### config.mk
export PLATFORM = sky130hd
export DESIGN_NAME = arbiter_new_rr
export DESIGN_NICKNAME = d
export VERILOG_FILES = /design/src/rtl/arbiter_new_rr.sv
export SDC_FILE = /design/constraint.sdc
export NUM_CORES = 1
export LEC_CHECK = 0
export CORE_AREA = 2 2 53 55
export CTS_CLUSTER_SIZE = 8
export DETAILED_ROUTE_END_ITERATION = 8
export DIE_AREA = 0 0 55 57
export PLACE_DENSITY = 0.83
export SYNTH_ARGS = -nofsm -noshare
export SYNTH_HDL_FRONTEND = slang
export SYNTH_SLANG_ARGS = --single-unit
### constraint.sdc
create_clock -name clk -period 3.7 [get_ports clk]
set_input_delay 0.555 -clock clk [delete_from_list [all_inputs] [get_ports clk]]
set_output_delay 0.555 -clock clk [all_outputs]
set_load 0.005 [all_outputs]
### src/rtl/arbiter_new_rr.sv
// arbiter_new_rr: 8-port single-grant arbiter with round-robin or fixed priority and an explicit ack release.
// Optional macro ARB_ACK_TIMEOUT_EN adds an automatic release after TIMEOUT_CYCLES cycles without an ack.
module arbiter_new_rr #(
    parameter int NUM_PORTS = 8
`ifdef ARB_ACK_TIMEOUT_EN
    ,
    parameter int TIMEOUT_CYCLES = 16
`endif
) (
    input  logic                         clk,
    input  logic                         reset,
    input  logic [NUM_PORTS-1:0]         port_req,
    input  logic                         cfg_arb_scheme,
    input  logic [$clog2(NUM_PORTS)-1:0] ack_port,
    input  logic                         gnt_ack,
    output logic [$clog2(NUM_PORTS)-1:0] gnt_port,
    output logic                         gnt_valid,
    output logic [$clog2(NUM_PORTS)-1:0] high_priority
);
    localparam int IW = $clog2(NUM_PORTS);
    typedef enum logic {IDLE, GRANT} state_t;
    state_t state;
    logic [IW-1:0] fixed_sel, rr_sel;
    logic timeout, release_gnt;
    // Candidate winners: scanning from the far end so the nearest hit is written last.
    always_comb begin
        fixed_sel = '0;
        rr_sel = '0;
        for (int i = NUM_PORTS - 1; i >= 0; i--) begin
            if (port_req[i]) fixed_sel = IW'(i);
            if (port_req[high_priority + IW'(i)]) rr_sel = high_priority + IW'(i);
        end
    end
`ifdef ARB_ACK_TIMEOUT_EN
    localparam int CW = $clog2(TIMEOUT_CYCLES + 1);
    logic [CW-1:0] cnt;
    // Grant-age counter: zero while idle so every grant starts a fresh count.
    always_ff @(posedge clk or negedge reset) begin
        if (!reset) cnt <= '0;
        else cnt <= (state == GRANT) ? cnt + CW'(1) : '0;
    end
    assign timeout = (state == GRANT) && (cnt == CW'(TIMEOUT_CYCLES - 1));
`else
    assign timeout = 1'b0;
`endif
    assign release_gnt = (gnt_ack && ack_port == gnt_port) || timeout;
    // Two-state grant FSM; the release edge never re-grants, forcing an idle cycle.
    always_ff @(posedge clk or negedge reset) begin
        if (!reset) begin
            state         <= IDLE;
            gnt_port      <= '0;
            gnt_valid     <= 1'b0;
            high_priority <= '0;
        end else if (state == IDLE) begin
            if (|port_req) begin
                state     <= GRANT;
                gnt_valid <= 1'b1;
                gnt_port  <= cfg_arb_scheme ? rr_sel : fixed_sel;
            end
        end else if (release_gnt) begin
            state     <= IDLE;
            gnt_valid <= 1'b0;
            if (cfg_arb_scheme) high_priority <= gnt_port + IW'(1);
        end
    end
endmodule

== Word level (Yosys, flattened, before mapping) ==
Index checks and enable logic that the tools add are counted.
Operators by class
  divide/modulo/power cells: 0
  reductions and logical operators: 6
  $lt $le $gt $ge: 8
  add/sub/neg operators: 8
  bitwise operators: 1
  $mul: 0
  equality and inequality tests: 2
  mux-type cells: 39
  shifts and indexed selects: 0
Operators with widths (number)
  $mux W3: 17
  $lt A3 B4 Y1 const B: 8
  $bmux W1 S3: 8
  $mux W1: 14
  $add A3 B3 Y3 const B: 4
  $reduce_or A8 Y1: 1
  $add A3 B1 Y3 const B: 2
  $add A3 B2 Y3 const B: 2
  $reduce_and A2 Y1: 2
  $eq A3 B3 Y1: 1
  $reduce_and A3 Y1: 1
  $ne A2 B1 Y1 const B: 1
  $reduce_bool A2 Y1: 1
  $logic_and A1 B1 Y1: 1
  $not A1 Y1: 1
Storage, ports and cells
  latch bits: 0
  register bits after elaboration: 8
  ROM bits: 0
  memories: 0
  input bits: 15
  memory bits (writable): 0

== Logic depth before layout (Yosys ltp) ==
  word-level depth: 12
  mapped depth: 11

== Worst setup path before layout ==
No wires, ideal clock.
  path type: register to register
  from: register high_priority[0]
  to: register gnt_port[0]
  path slack: 1.000 ns
  period minus slack after synthesis: 2.700 ns
  arrival: 2.549 ns
  stages on the path, launching flop included: 12
  path through: dfrtp_1 > buf_6 > buf_2 > inv_1 > ha_1 > buf_6 > mux4_2 > mux2_4 > a21oi_2 > nor4_2 > nor4b_2 > a221oi_2
Between the ends
  cells in the longest elaborated chain, start to end: 12
  elaborated cells on any way between the ends: 32
  classes of those cells: add/sub: 7; mux: 25
RTL lines
  from (decl): line 18  | output logic [$clog2(NUM_PORTS)-1:0] high_priority
  from (signal assigned): line 63  | if (cfg_arb_scheme) high_priority <= gnt_port + IW'(1);
  $add A3 B3 Y3: line 31  | if (port_req[high_priority + IW'(i)]) rr_sel = high_priority + IW'(i);
  $bmux W1 S3: line 31
  $mux W1 (not written as such): line 31
  $mux W3 (7 in a row): line 31
  $mux W3 (*): line 31
  $mux W3 (*): line 58  | gnt_port <= cfg_arb_scheme ? rr_sel : fixed_sel;
  to (signal assigned): line 58
  to (decl): line 16  | output logic [$clog2(NUM_PORTS)-1:0] gnt_port,
Every way passes the cells marked *; elsewhere a longest branch is shown, timed or not. The select of a mux whose other input is x is not followed.
A chain may end at the register's enable or synchronous reset.

== Final worst setup path ==
  from: register high_priority[1]
  to: register gnt_port[0]
Same word-level chain as after synthesis.

==> results.py <==
metrics = {
    "sta": {
        "max_slew_margin": 0.4675,
        "timing_hold_violations_final": 0,
        "layout_worst_path_cycle_share": 0.7141,
        "post-route-min-period_ps": 2642,
        "slew_violations": 0,
        "max_slew.worst_pin.slew_ps": 798.8,
        "setup_viol": 0,
        "rsz0062_at_grt": "no",
        "final.setup_skew_ps": 4.583,
        "setup-tns-final_ps": 0,
        "fmax_ghz": 0.3785,
    },
    "power_and_ir_drop": {
        "p_per_area_nw_per_um2": 870.5,
        "p_leak_nw": 0.5873,
        "total_power_w": 0.001328,
        "ir_drop_uv": 608.0,
    },
    "clock_network": {
        "clock_path_buffers": 2,
        "cts_root_buf": "clkbuf_4",
        "holdBufCountCts": 0,
        "clkTransAtPathRegs_ps": 50,
        "cts_max_level": 1,
        "clock_latency_ps": 260,
        "postCtsSetupBuffers": 0,
        "cts_resized": 0,
        "cts_made_buffers": 3,
        "cts.sinks": 8,
        "cts_tree": "built",
    },
    "synth": {
        "synth_common_cells": "nand2_1 (16), nor2_1 (14), a21oi_1 (12)",
        "ys_seq_area_frac": 0.1536,
        "netlist.area_leader.share": 0.1536,
        "syn_avg_cell_area_um2": 8.692,
        "synthDistinctLibCells": 44,
        "synth_edf_count": 0,
        "yosysWarnings": 0,
        "synth_most_common_cell": "nand2_1",
        "async_reset_ff_frac": 1.000,
        "netlist_top_cells_area": "dfrtp_1 (15%), mux4_2 (14%), mux2i_1 (6.9%), mux2_2 (5.2%), a21oi_1 (4.6%)",
        "synth_cells": 150,
        "synth-seq-cells": 8,
        "synth_fp_nets": 168,
        "yosysTopAreaCell": "dfrtp_1",
        "synth_area_um2": 1304,
        "synthFlopType": "dfrtp_1",
    },
    "finish": {
        "fillerInstances": 245,
        "nNetsFinal": 185,
        "fin_area_um2": 1525,
        "antenna_cells": 0,
        "syn2layout_area_growth_pct": 16.99,
        "drive_gt1_frac": 0.1576,
    },
    "worst_setup_path": {
        "critical_path_required_ps": 3860,
        "critPathSlowestCell": "mux4_2",
        "critPathMaxStageDelay_ps": 610,
        "critPathArrivalTime_ps": 2800,
        "setup.worst_path.class": "flop to flop",
        "cp-start-kind": "flop",
        "crit_path_end_kind": "flop",
        "crit_chain": "inv_2, ha_1, mux4_2, mux2_4, o2111ai_1, o211ai_1, a221oi_2",
        "crit_fanout": 9,
    },
    "min_path": {
        "hold_class": "flop to flop",
    },
    "status": {
        "outcome": "finished, final reports clean",
    },
    "placement": {
        "portBuffers": 21,
        "place_hpwl_mm": 2.706,
        "place_area_um2": 1503,
        "gp_congestion": 0.9210,
    },
    "floorplan": {
        "rows": 19,
        "die_h_um": 57,
        "ios": 22,
        "core_area_um2": 2615,
        "dieArea_um2": 3135,
        "die_x_um": 55,
        "initial_utilization": 0.4986,
    },
    "drt": {
        "antenna_left": 0,
        "vias": 1315,
        "drtPass1Iterations": 5,
        "wirelength_mm": 3.540,
        "drcViolationCount": 0,
        "via_per_inst": 6.709,
        "first_iter_violations": 55,
        "wl_per_cell_um": 18.06,
    },
    "global_route": {
        "antenna_found_initial": 0,
        "track_usage": 0.2559,
        "grt_remaining_overflow": 0,
        "grt_pass1_wl_mm": 5.982,
        "grt_pass1_vias": 1292,
        "grt_max_degree": 23,
    },
    "flow_run": {
        "drv_cap": 0,
    },
}
-- area by class of cell --
| type | count | area (um2) | area share |
|---|---|---|---|
| Timing Repair Buffer | 23 | 225.2 | 0.1477 |
| Inverter | 6 | 22.52 | 0.01477 |
| Clock buffer | 3 | 22.52 | 0.01477 |
| Sequential cell | 8 | 200.2 | 0.1313 |
| Tap cell | 31 | 38.79 | 0.02543 |
| Multi-Input combinational cell | 125 | 1016 | 0.6661 |
-- sequential cells by signal (all words and copies together), names as in the netlist --
register / flops
gnt_valid: 1
high_priority: 3
gnt_port: 3
state: 1
-- logic make-up (layout without fill, tap and decap cells) --
| group | count (synthesis) | after routing | share of synthesized area |
|---|---|---|---|
| adder cells (fa/ha/maj) | 3 | 3 | 0.02879 |
| XOR/XNOR | 6 | 6 | 0.04031 |
| multiplexers | 26 | 26 | 0.3081 |
| AO/OA/AOI/OAI | 39 | 39 | 0.2111 |
| AND/OR/NAND/NOR | 51 | 51 | 0.1910 |
| buffers and inverters | 17 | 32 | 0.06717 |
| flip-flops | 8 | 8 | 0.1535 |
-- power breakdown --
part           total [W]  switching (W)  internal, W
logic            0.00106       0.000564     0.000501
clock network  0.0000689      0.0000317    0.0000372
registers       0.000194      0.0000686     0.000125
-- critical path, delay by kind of cell, from the launching register on --
kind	cells	cell delay [ps]
AO/OA/AOI/OAI	3	640
flip-flops	1	350
adder cells (fa/ha/maj)	1	480
buffers and inverters	1	120
multiplexers	2	940
-- placed cells by master (no fill, tap or decap), drive strengths merged, types with 2 or more instances in the layout --
master         synthesis  routed
a221oi                 2       2
xor2                   4       4
buf                    6       2
nor2b                  2       2
a311oi                 4       4
mux4                   9       9
nand3                  3       3
and2                   2       2
o21ai                  5       5
a21oi                 13      13
xnor2                  2       2
nand2b                 3       3
nor2                  14      14
mux2                   7       7
o211ai                 2       2
dfrtp                  8       8
nand2                 16      16
ha                     3       3
a32oi                  3       3
nor4                   3       3
mux2i                 10      10
clkdlybuf4s50          0      21
o21a                   2       2
inv                    6       6
nor3                   5       5
o2111ai                3       3
clkbuf                 5       3
-- routing by layer --
metal	global-route usage	share of wire
met2	0.4014	0.50
met3	0.03665	0.067
met5	0	0
met4	0.09059	0.029
met1	0.3571	0.40
-- final timing paths --
kind	start	to	slack, ps	cells after the start
hold reg to reg	gnt_valid$_DFFE_PN0P_	gnt_valid$_DFFE_PN0P_	540	2
max in group asynchronous	reset	high_priority[1]$_DFFE_PN0P_	2870	1
hold / removal	gnt_valid$_DFFE_PN0P_	gnt_valid$_DFFE_PN0P_	540	2
setup reg to reg	high_priority[1]$_DFFE_PN0P_	gnt_port[0]$_DFFE_PN0P_	1060	7
setup / recovery	high_priority[1]$_DFFE_PN0P_	gnt_port[0]$_DFFE_PN0P_	1060	7
min in group asynchronous	reset	gnt_port[1]$_DFFE_PN0P_	570	1
-- stage by stage --
step | setup WS (ps) | hold slack (ps) | instances | util
2_1_floorplan | 1000 | 259.4 | 150 | -
3_3_place_gp | 933.6 | 500.4 | 193 | 0.5746
3_5_place_dp | 886.8 | 495.2 | 193 | 0.5746
4_1_cts | 1042 | 528.5 | 196 | 0.5833
5_1_grt | 898.6 | 543.3 | 196 | 0.5833
6_report | 1058 | 536.7 | 196 | 0.5833
No activity file was read; power rests on OpenSTA's default activity.
==> RTL change, RTL diff (same flow settings) <==
Change the parameter `NUM_PORTS` from 8 to 4.
--- a/src/rtl/arbiter_new_rr.sv
+++ b/src/rtl/arbiter_new_rr.sv
@@ -1,7 +1,7 @@
 // arbiter_new_rr: 8-port single-grant arbiter with round-robin or fixed priority and an explicit ack release.
 // Optional macro ARB_ACK_TIMEOUT_EN adds an automatic release after TIMEOUT_CYCLES cycles without an ack.
 module arbiter_new_rr #(
-    parameter int NUM_PORTS = 8
+    parameter int NUM_PORTS = 4
 `ifdef ARB_ACK_TIMEOUT_EN
     ,
     parameter int TIMEOUT_CYCLES = 16
Ports: changed (resized ack_port, gnt_port, high_priority and port_req); port bits go from 22 to 15. No check against the original RTL was run, so the function may have changed too.
==> RTL change against the original RTL <==
- sequential cell count is 2 lower
- synthesized area down 68%
- power decreased by 73%
- routed wire length decreased by 71%
- first-iteration DRC count is 93% lower
- clock skew fell by 0.0020 ns
- setup slack better by 0.80 ns
- final area down 60%
- largest power group unchanged
==> RTL change: results (changes against the original RTL) <==
| Metric | Value |
|---|---|
| Outcome | complete, no violations (unchanged) |
| Initial DRC count | 4 (was 55) |
| Global Route Usage Sum | 0.0697 (was 0.256) |
| Largest net degree at the start of global routing | 10 (was 23) |
| DR pass1 iterations | 3 (was 5) |
| Synth Net Count | 60 (was 168) |
| Tightest Pin Transition | 0.350 ns (was 0.799 ns) |
| Post-synthesis mux area share | 0.0597 (was 0.308) |
| First-pass GRT wire length | 1.59 mm (was 5.98 mm) |
| Worst Skew | 0.00262 ns (was 0.00458 ns) |
| Top flop regs | gnt_port (2), high_priority (2) (was gnt_port (3), high_priority (3)) |
| R2R Path Start | gnt_port[1]$_DFFE_PN0P_ (was high_priority[1]$_DFFE_PN0P_) |
| Adder-cell area share of the yosys netlist | 0 (was 0.0288) |
| Grt met2 use | 0.0969 (was 0.401) |
| Met1 Usage GRT | 0.0997 (was 0.357) |
| Synth unique cells | 25 (was 44) |
| Crit path DAT | 1.29 ns (was 2.80 ns) |
| CP endpoint kind | output port (was register) |
| Number of global-route vias before repair | 377 (was 1292) |
| Critical Path Max Stage Delay | 0.56 ns (was 0.61 ns) |
| R2R depth | 4 (was 7) |
| Synth top area cells | dfrtp_1 36%, o21ai_0 7.2%, nor2_1 6.3% (was dfrtp_1 15%, mux4_2 14%, mux2i_1 6.9%) |
| Cell family with most CP delay | buffers and inverters (was multiplexers) |
| Top cells by count, synth | 7 x nor2_1, 6 x dfrtp_1, 6 x o21ai_0 (was 16 x nand2_1, 14 x nor2_1, 12 x a21oi_1) |
| Wl on met1 | 490 um (was 1.42 mm) |
| NetSw | 0.131 mW (was 0.664 mW) |
| Leak | 0.249 nW (was 0.587 nW) |
| Compound-Gate Fraction of Synth Area | 0.245 (was 0.211) |
| Dpl hpwl | 819 um (was 2.71 mm) |
| Worst EP required | 3.14 ns (was 3.86 ns) |
[RTL change: area by class of cell]
| type | instances | area [um2] | area share |
|---|---|---|---|
| repair buffers | 14 | 140 | 0.231 |
| well taps | 31 | 38.8 | 0.0639 |
| multi-input cells | 38 | 244 | 0.402 |
| clock buffers | 3 | 22.5 | 0.0371 |
| flip-flops and latches | 6 | 150 | 0.247 |
| inverters | 3 | 11.3 | 0.0186 |
[RTL change: metrics by stage]
stage	cells	hold slack, ns	instance area, um2
after global routing	95	0.531	607
after global placement	92	0.507	584
final	95	0.514	607
after CTS	95	0.513	607
after floorplan	50	0.259	419
after detailed placement	92	0.504	584
[RTL change: power by group through the flow]
stage,sequential [mW],clock [mW],combinational (mW)
floorplan,0.131,0,0.0842
global placement,0.138,0,0.158
detailed placement,0.142,0,0.162
CTS,0.141,0.0615,0.163
global route,0.146,0.0671,0.183
finish,0.141,0.0586,0.162
[RTL change: tightest hold or removal path, cell delays in order (launching register included)]
cell	delay [ns]
dfrtp_1	0.35
nor2_1	0.05
nor2_1	0.07
